===== src/rtl/bpb_ctrl.sv =====
`default_nettype none
// +------------------------------------------------------------------------+
// | bpb_ctrl: lookup and update sequencer for a fully associative BPB.       |
// | Optional feature macro: BPB_CTRL_STATS_EN (hit/alloc/drop counters).     |
// | Rev 1.0                                                                  |
// +------------------------------------------------------------------------+
module bpb_ctrl #(
  parameter int ENTRIES   = 8,
  parameter int TAG_WIDTH = 30,
  parameter int QDEPTH    = 4
) (
  input  logic                           clk,
  input  logic                           reset,
  input  logic [31:0]                    lk_pc,
  output logic                           lk_hit,
  output logic                           lk_taken,
  output logic [31:0]                    lk_target,
  input  logic                           up_valid,
  output logic                           up_ready,
  input  logic [31:0]                    up_pc,
  input  logic                           up_taken,
  input  logic [31:0]                    up_target,
  input  logic [ENTRIES-1:0]             line_valid,
  input  logic [ENTRIES*TAG_WIDTH-1:0]   line_tag,
  input  logic [ENTRIES*32-1:0]          line_addr,
  input  logic [ENTRIES-1:0]             line_pred,
  output logic [ENTRIES-1:0]             line_w_en,
  output logic [ENTRIES-1:0]             line_sw,
  output logic                           line_taken,
  output logic                           line_set_valid,
  output logic [TAG_WIDTH-1:0]           line_set_tag,
  output logic [31:0]                    line_set_addr,
  output logic                           busy
`ifdef BPB_CTRL_STATS_EN
  ,
  output logic [31:0]                    stat_hit,
  output logic [31:0]                    stat_alloc,
  output logic [31:0]                    stat_drop
`endif
);

  localparam int IDX_W = (ENTRIES > 1) ? $clog2(ENTRIES) : 1;
  localparam int PTR_W = $clog2(QDEPTH);

  typedef enum logic [1:0] {
    ST_IDLE  = 2'd0,
    ST_MATCH = 2'd1,
    ST_ISSUE = 2'd2
  } state_t;

  state_t               state_q, state_d;
  logic [PTR_W:0]       wr_ptr_q, wr_ptr_d, rd_ptr_q, rd_ptr_d;
  logic [TAG_WIDTH-1:0] fifo_tag_q [QDEPTH];
  logic                 fifo_taken_q [QDEPTH];
  logic [31:0]          fifo_tgt_q [QDEPTH];
  logic [TAG_WIDTH-1:0] cur_tag_q, cur_tag_d;
  logic                 cur_taken_q, cur_taken_d;
  logic [31:0]          cur_tgt_q, cur_tgt_d;
  logic                 hit_q, hit_d, free_q, free_d;
  logic [IDX_W-1:0]     hit_idx_q, hit_idx_d, free_idx_q, free_idx_d;

  logic                 fifo_empty, fifo_full, push, pop;
  logic                 m_hit, m_free;
  logic [IDX_W-1:0]     m_hit_idx, m_free_idx, lk_idx;
  logic [31:0]          lk_addr;

  // Descending scans so the lowest matching index is the one left standing.
  always_comb begin
    lk_hit  = 1'b0;
    lk_idx  = '0;
    lk_addr = '0;
    for (int i = ENTRIES - 1; i >= 0; i--) begin
      if (line_valid[i] && (line_tag[i*TAG_WIDTH +: TAG_WIDTH] == lk_pc[TAG_WIDTH+1:2])) begin
        lk_hit  = 1'b1;
        lk_idx  = IDX_W'(i);
        lk_addr = line_addr[i*32 +: 32];
      end
    end
    lk_taken  = lk_hit && line_pred[lk_idx];
    lk_target = lk_taken ? lk_addr : (lk_pc + 32'd4);
  end

  always_comb begin
    m_hit      = 1'b0;
    m_hit_idx  = '0;
    m_free     = 1'b0;
    m_free_idx = '0;
    for (int i = ENTRIES - 1; i >= 0; i--) begin
      if (line_valid[i] && (line_tag[i*TAG_WIDTH +: TAG_WIDTH] == cur_tag_q)) begin
        m_hit     = 1'b1;
        m_hit_idx = IDX_W'(i);
      end
      if (!line_valid[i]) begin
        m_free     = 1'b1;
        m_free_idx = IDX_W'(i);
      end
    end
  end

  assign fifo_empty = (wr_ptr_q == rd_ptr_q);
  assign fifo_full  = (wr_ptr_q[PTR_W] != rd_ptr_q[PTR_W]) &&
                      (wr_ptr_q[PTR_W-1:0] == rd_ptr_q[PTR_W-1:0]);
  assign up_ready   = !fifo_full;
  assign push       = up_valid && !fifo_full;
  assign busy       = !fifo_empty || (state_q != ST_IDLE);

  always_ff @(posedge clk) begin
    if (push) begin
      fifo_tag_q[wr_ptr_q[PTR_W-1:0]]   <= up_pc[TAG_WIDTH+1:2];
      fifo_taken_q[wr_ptr_q[PTR_W-1:0]] <= up_taken;
      fifo_tgt_q[wr_ptr_q[PTR_W-1:0]]   <= up_target;
    end
  end

  always_comb begin
    state_d     = state_q;
    pop         = 1'b0;
    cur_tag_d   = cur_tag_q;
    cur_taken_d = cur_taken_q;
    cur_tgt_d   = cur_tgt_q;
    hit_d       = hit_q;
    hit_idx_d   = hit_idx_q;
    free_d      = free_q;
    free_idx_d  = free_idx_q;
    case (state_q)
      ST_IDLE: begin
        if (!fifo_empty) begin
          pop     = 1'b1;
          state_d = ST_MATCH;
        end
      end
      ST_MATCH: begin
        hit_d      = m_hit;
        hit_idx_d  = m_hit_idx;
        free_d     = m_free;
        free_idx_d = m_free_idx;
        state_d    = ST_ISSUE;
      end
      ST_ISSUE: begin
        if (!fifo_empty) begin
          pop     = 1'b1;
          state_d = ST_MATCH;
        end else begin
          state_d = ST_IDLE;
        end
      end
      default: state_d = ST_IDLE;
    endcase
    if (pop) begin
      cur_tag_d   = fifo_tag_q[rd_ptr_q[PTR_W-1:0]];
      cur_taken_d = fifo_taken_q[rd_ptr_q[PTR_W-1:0]];
      cur_tgt_d   = fifo_tgt_q[rd_ptr_q[PTR_W-1:0]];
    end
    wr_ptr_d = wr_ptr_q + (push ? (PTR_W+1)'(1) : '0);
    rd_ptr_d = rd_ptr_q + (pop ? (PTR_W+1)'(1) : '0);
  end

  // A taken miss with no free line is dropped: a valid line is never retagged.
  always_comb begin
    line_w_en      = '0;
    line_sw        = '0;
    line_taken     = 1'b0;
    line_set_valid = 1'b0;
    line_set_tag   = '0;
    line_set_addr  = '0;
    if (state_q == ST_ISSUE) begin
      if (hit_q) begin
        line_sw[hit_idx_q] = 1'b1;
        line_taken         = cur_taken_q;
      end else if (cur_taken_q && free_q) begin
        line_w_en[free_idx_q] = 1'b1;
        line_set_valid        = 1'b1;
        line_set_tag          = cur_tag_q;
        line_set_addr         = cur_tgt_q;
      end
    end
  end

  always_ff @(posedge clk or posedge reset) begin
    if (reset) begin
      state_q     <= ST_IDLE;
      wr_ptr_q    <= '0;
      rd_ptr_q    <= '0;
      cur_tag_q   <= '0;
      cur_taken_q <= 1'b0;
      cur_tgt_q   <= '0;
      hit_q       <= 1'b0;
      hit_idx_q   <= '0;
      free_q      <= 1'b0;
      free_idx_q  <= '0;
    end else begin
      state_q     <= state_d;
      wr_ptr_q    <= wr_ptr_d;
      rd_ptr_q    <= rd_ptr_d;
      cur_tag_q   <= cur_tag_d;
      cur_taken_q <= cur_taken_d;
      cur_tgt_q   <= cur_tgt_d;
      hit_q       <= hit_d;
      hit_idx_q   <= hit_idx_d;
      free_q      <= free_d;
      free_idx_q  <= free_idx_d;
    end
  end

`ifdef BPB_CTRL_STATS_EN
  logic [31:0] stat_hit_q, stat_hit_d, stat_alloc_q, stat_alloc_d, stat_drop_q, stat_drop_d;

  always_comb begin
    stat_hit_d   = stat_hit_q;
    stat_alloc_d = stat_alloc_q;
    stat_drop_d  = stat_drop_q;
    if (state_q == ST_ISSUE) begin
      if (hit_q)
        stat_hit_d = stat_hit_q + 32'd1;
      else if (cur_taken_q && free_q)
        stat_alloc_d = stat_alloc_q + 32'd1;
      else if (cur_taken_q)
        stat_drop_d = stat_drop_q + 32'd1;
    end
  end

  always_ff @(posedge clk or posedge reset) begin
    if (reset) begin
      stat_hit_q   <= '0;
      stat_alloc_q <= '0;
      stat_drop_q  <= '0;
    end else begin
      stat_hit_q   <= stat_hit_d;
      stat_alloc_q <= stat_alloc_d;
      stat_drop_q  <= stat_drop_d;
    end
  end

  assign stat_hit   = stat_hit_q;
  assign stat_alloc = stat_alloc_q;
  assign stat_drop  = stat_drop_q;
`endif

endmodule
`default_nettype wire


===== config.mk =====
export PLATFORM = sky130hd
export DESIGN_NAME = bpb_ctrl
export DESIGN_NICKNAME = d
export VERILOG_FILES = /design/src/rtl/bpb_ctrl.sv
export SDC_FILE = /design/constraint.sdc
export NUM_CORES = 1
export LEC_CHECK = 0
export BUFFER_PORTS_ARGS = -buffer_cell sky130_fd_sc_hd__buf_2
export CAP_MARGIN = 15
export CORE_AREA = 5 5 283 285
export CTS_CLUSTER_DIAMETER = 40
export DETAILED_ROUTE_END_ITERATION = 12
export DIE_AREA = 0 0 288 290
export GPL_ROUTABILITY_DRIVEN = 1
export SETUP_SLACK_MARGIN = 0.1
export SYNTH_ARGS = -nofsm -noshare
export SYNTH_HDL_FRONTEND = slang
export SYNTH_SLANG_ARGS = --single-unit
export TNS_END_PERCENT = 50

===== constraint.sdc =====
create_clock -name clk -period 5.94 [get_ports clk]
set_input_delay 0.594 -clock clk [delete_from_list [all_inputs] [get_ports clk]]
set_output_delay 0.594 -clock clk [all_outputs]
set_load 0.03 [all_outputs]

==> out/qor.csv <==
metric,value,unit
global route total overflow,0,
met3 WL post-DR,13100,µm
Core Box Area,77100,µm²
Final GP Congestion,0.932,
die height,290,µm
clock tree buffer depth,3,
Post-Synth XOR/XNOR Area,0.209,
Most used DFF post-synth,edfxtp_1,
Arrival @ worst endpoint,4690,ps
die width,288,µm
RSZ-0062 raised after global routing,no,
pin count of the biggest net entering global routing,65,
Worst path max stage delay,670,ps
mux share of post-synthesis cell area,0.114,
Area contributors post-synth,"edfxtp_1 35%, xnor2_1 14%, dfrtp_1 9.2%",
post-CTS setup buffers,0,
Port Buffers,725,
final hold vios,0,
crit start category,input port,
syn_area_per_cell,11.1,µm²
CTS H-tree depth,2,
root buffer cell,clkbuf_16,
post-cts hold buffer count,0,
Bufs and invs on worst path,3,
CTS tree,built,
crit path cell chain,buf_2 -> xnor2_1 -> nand4_1 -> nor4_1 -> and2_1 -> buf_4 -> nor2_1 -> nor4_1 -> a21bo_2 -> o2111ai_1 -> mux2_2 -> buf_2,
drc violations,0,
vias in the first global route,19800,
synthesized area,21500,µm²
Critical Path Sink Type,output pin,
pre-CTS setup slack,736,ps
Post-DP HPWL,87500,µm
Tcrit/Tclk final,0.889,
GRT Resource Usage Total,0.252,
synth warn,0,
CTS clock-pin slew for the worst setup and hold paths,60,ps
post-DR wirelength/cell,29.7,µm
"Clk Latency, worst-skew pair",540,ps
Vias/cell,5.16,
Synthesized Nets,2559,
Starting Density,0.279,
Metal-1 WL,36900,µm
LEAKAGE,11.2,nW
initial antenna violation count,74,
VDD IR-drop max,0.350,mV
initial drt markers,1609,
Power Density,384,nW/µm²
top-area cell type share of the netlist area,0.351,
crit path time final,5280,ps
"FFs w/ async S/R, synth",0.239,
HP Class,in2async,
Finished Layout Cells,3734,
largest family of logic cells by synthesized area,XOR/XNOR gates,
Critical Path Source,lk_pc[26],
WP data required,5350,ps
"reg-to-reg slack, setup",2630,ps
"commonest non-fill, non-tap cells in the layout","725 x buf_2, 347 x xnor2_1, 252 x edfxtp_1",
clock skew,22.5,ps
fraction of layout cells with a size suffix above 1,0.379,
"Slowest-stage cell, CP",nor4_1,
layout net count,3243,
Worst-Margin Slew,1170,ps
simple-gate portion of the synthesized area,0.134,
count of final setup violators,0,
crit path kind,in2out,
layout overhead on the synthesized area,29.2,%
reg2reg end,fifo_tag_q[2][22],
final-report max-slew violation count,0,
routed vias,19300,
Post-DRT Antenna Nets,0,
maxcap violations,0,
final wirelength,111000,µm
DR WL met2,53800,µm
"commonest non-fill, non-tap cell in the layout",buf_2,
Die ar.,83500,µm²
io pins,728,
setup_tns,0,ps
"EDFF count, synth",252,
Placed Cells,3628,
post-synthesis adder-cell area fraction,0.00290,
TritonCTS buffer count,36,
Critical R2R Launch,rd_ptr_q[0],
Resized cells post-CTS,0,
Rows,102,
Worst path top cell family by delay,simple AND/OR/NAND/NOR gates,
Yosys cell types,61,
post-route setup slack,660,ps
Sink Count,331,
Yosys top cell by area,edfxtp_1,
r2r worst-path depth,8,
CP Max Fanout,33,
DR top layer,met5,
Synth Area in Compound Gates,0.0621,
status,finished clean,
Slew HR,0.219,
Cells after Synth,1942,
#FFs+latches synth,331,
register area share after synthesis,0.443,
maximum clock rate,189,MHz
global-route wire length before repair,150000,µm
First-pass DRT Iterations,5,
cells in the mapped netlist (16+ instances only):
| cell | count |
|---|---|
| a211o_1 | 26 |
| a21oi_1 | 60 |
| a221oi_1 | 26 |
| a31oi_1 | 30 |
| and2_1 | 65 |
| buf_2 | 24 |
| clkbuf_1 | 100 |
| dfrtp_1 | 79 |
| edfxtp_1 | 252 |
| inv_1 | 40 |
| mux2_2 | 67 |
| mux2i_1 | 28 |
| mux4_2 | 63 |
| nand2_1 | 103 |
| nand3_1 | 58 |
| nand4_1 | 101 |
| nor2_1 | 126 |
| nor3_1 | 16 |
| nor4_1 | 56 |
| xnor2_1 | 347 |
| xor2_1 | 164 |
sequential cells by signal, indices dropped and copies added (netlist names):
signal,cells
free_idx_q,3
free_q,1
wr_ptr_q,3
rd_ptr_q,3
fifo_tgt_q,128
fifo_tag_q,120
state_q,2
hit_q,1
cur_tgt_q,32
hit_idx_q,3
cur_tag_q,30
cur_taken_q,1
fifo_taken_q,4
routing by layer:
| layer | GRT usage | vias up |
|---|---|---|
| li1 | - | 8462 |
| met1 | 0.264 | 9307 |
| met2 | 0.432 | 1087 |
| met3 | 0.103 | 348 |
| met4 | 0.133 | 52 |
| met5 | 0 | - |
how the worst max path moves through the flow:
stage                             endpoint  slack [ps]  depth (start not counted)
after CTS                    lk_target[29]         740                         13
after global placement       lk_target[29]         770                         13
after floorplan           fifo_tag_q[0][0]        -250                          6
after global routing         lk_target[29]         480                         13
final                         lk_target[3]         660                         12
after detailed placement     lk_target[29]         740                         13
layout make-up:
class                   count  area, µm²
inverters                  42        160
fillers                  7928      49300
well taps                1040       1300
repair buffers            783       4100
clock inverters            20        284
diodes                     40        100
multi-input cells        1432      11300
flip-flops and latches    331       9550
clock buffers              46       1030
kinds of logic after synthesis:
logic type,after synthesis
AND/OR/NAND/NOR,562
buffers and inverters,179
XOR/XNOR,512
flip-flops,331
adder cells (fa/ha/maj),5
multiplexers,158
AO/OA/AOI/OAI,195
worst register-to-register path: cells and delay by family, from the launching register on:
family / cells / cell delay [ps]
xor+xnor: 1 / 200
simple gates: 5 / 910
buf+inv: 2 / 870
flops: 1 / 860
metrics by stage:
stage / power (mW) / util / hold WS, ps / instance area [µm²]
floorplan: 6.54 / - / 460 / 21500
detailed placement: 8.32 / 0.343 / 476 / 26400
global route: 11.1 / 0.360 / 237 / 27800
finish: 10.7 / 0.361 / 178 / 27800
CTS: 10.7 / 0.360 / 211 / 27700
global placement: 8.26 / 0.343 / 475 / 26400
power breakdown:
part / internal (mW) / leakage, nW / total (mW) / switching, mW
Combinational: 1.94 / 7.27 / 4.16 / 2.21
Sequential: 3.21 / 3.24 / 4.14 / 0.928
Clock: 1.44 / 0.643 / 2.40 / 0.966
Total: 6.59 / 11.2 / 10.7 / 4.11
Note: power is estimated with default switching activity, not from simulation.
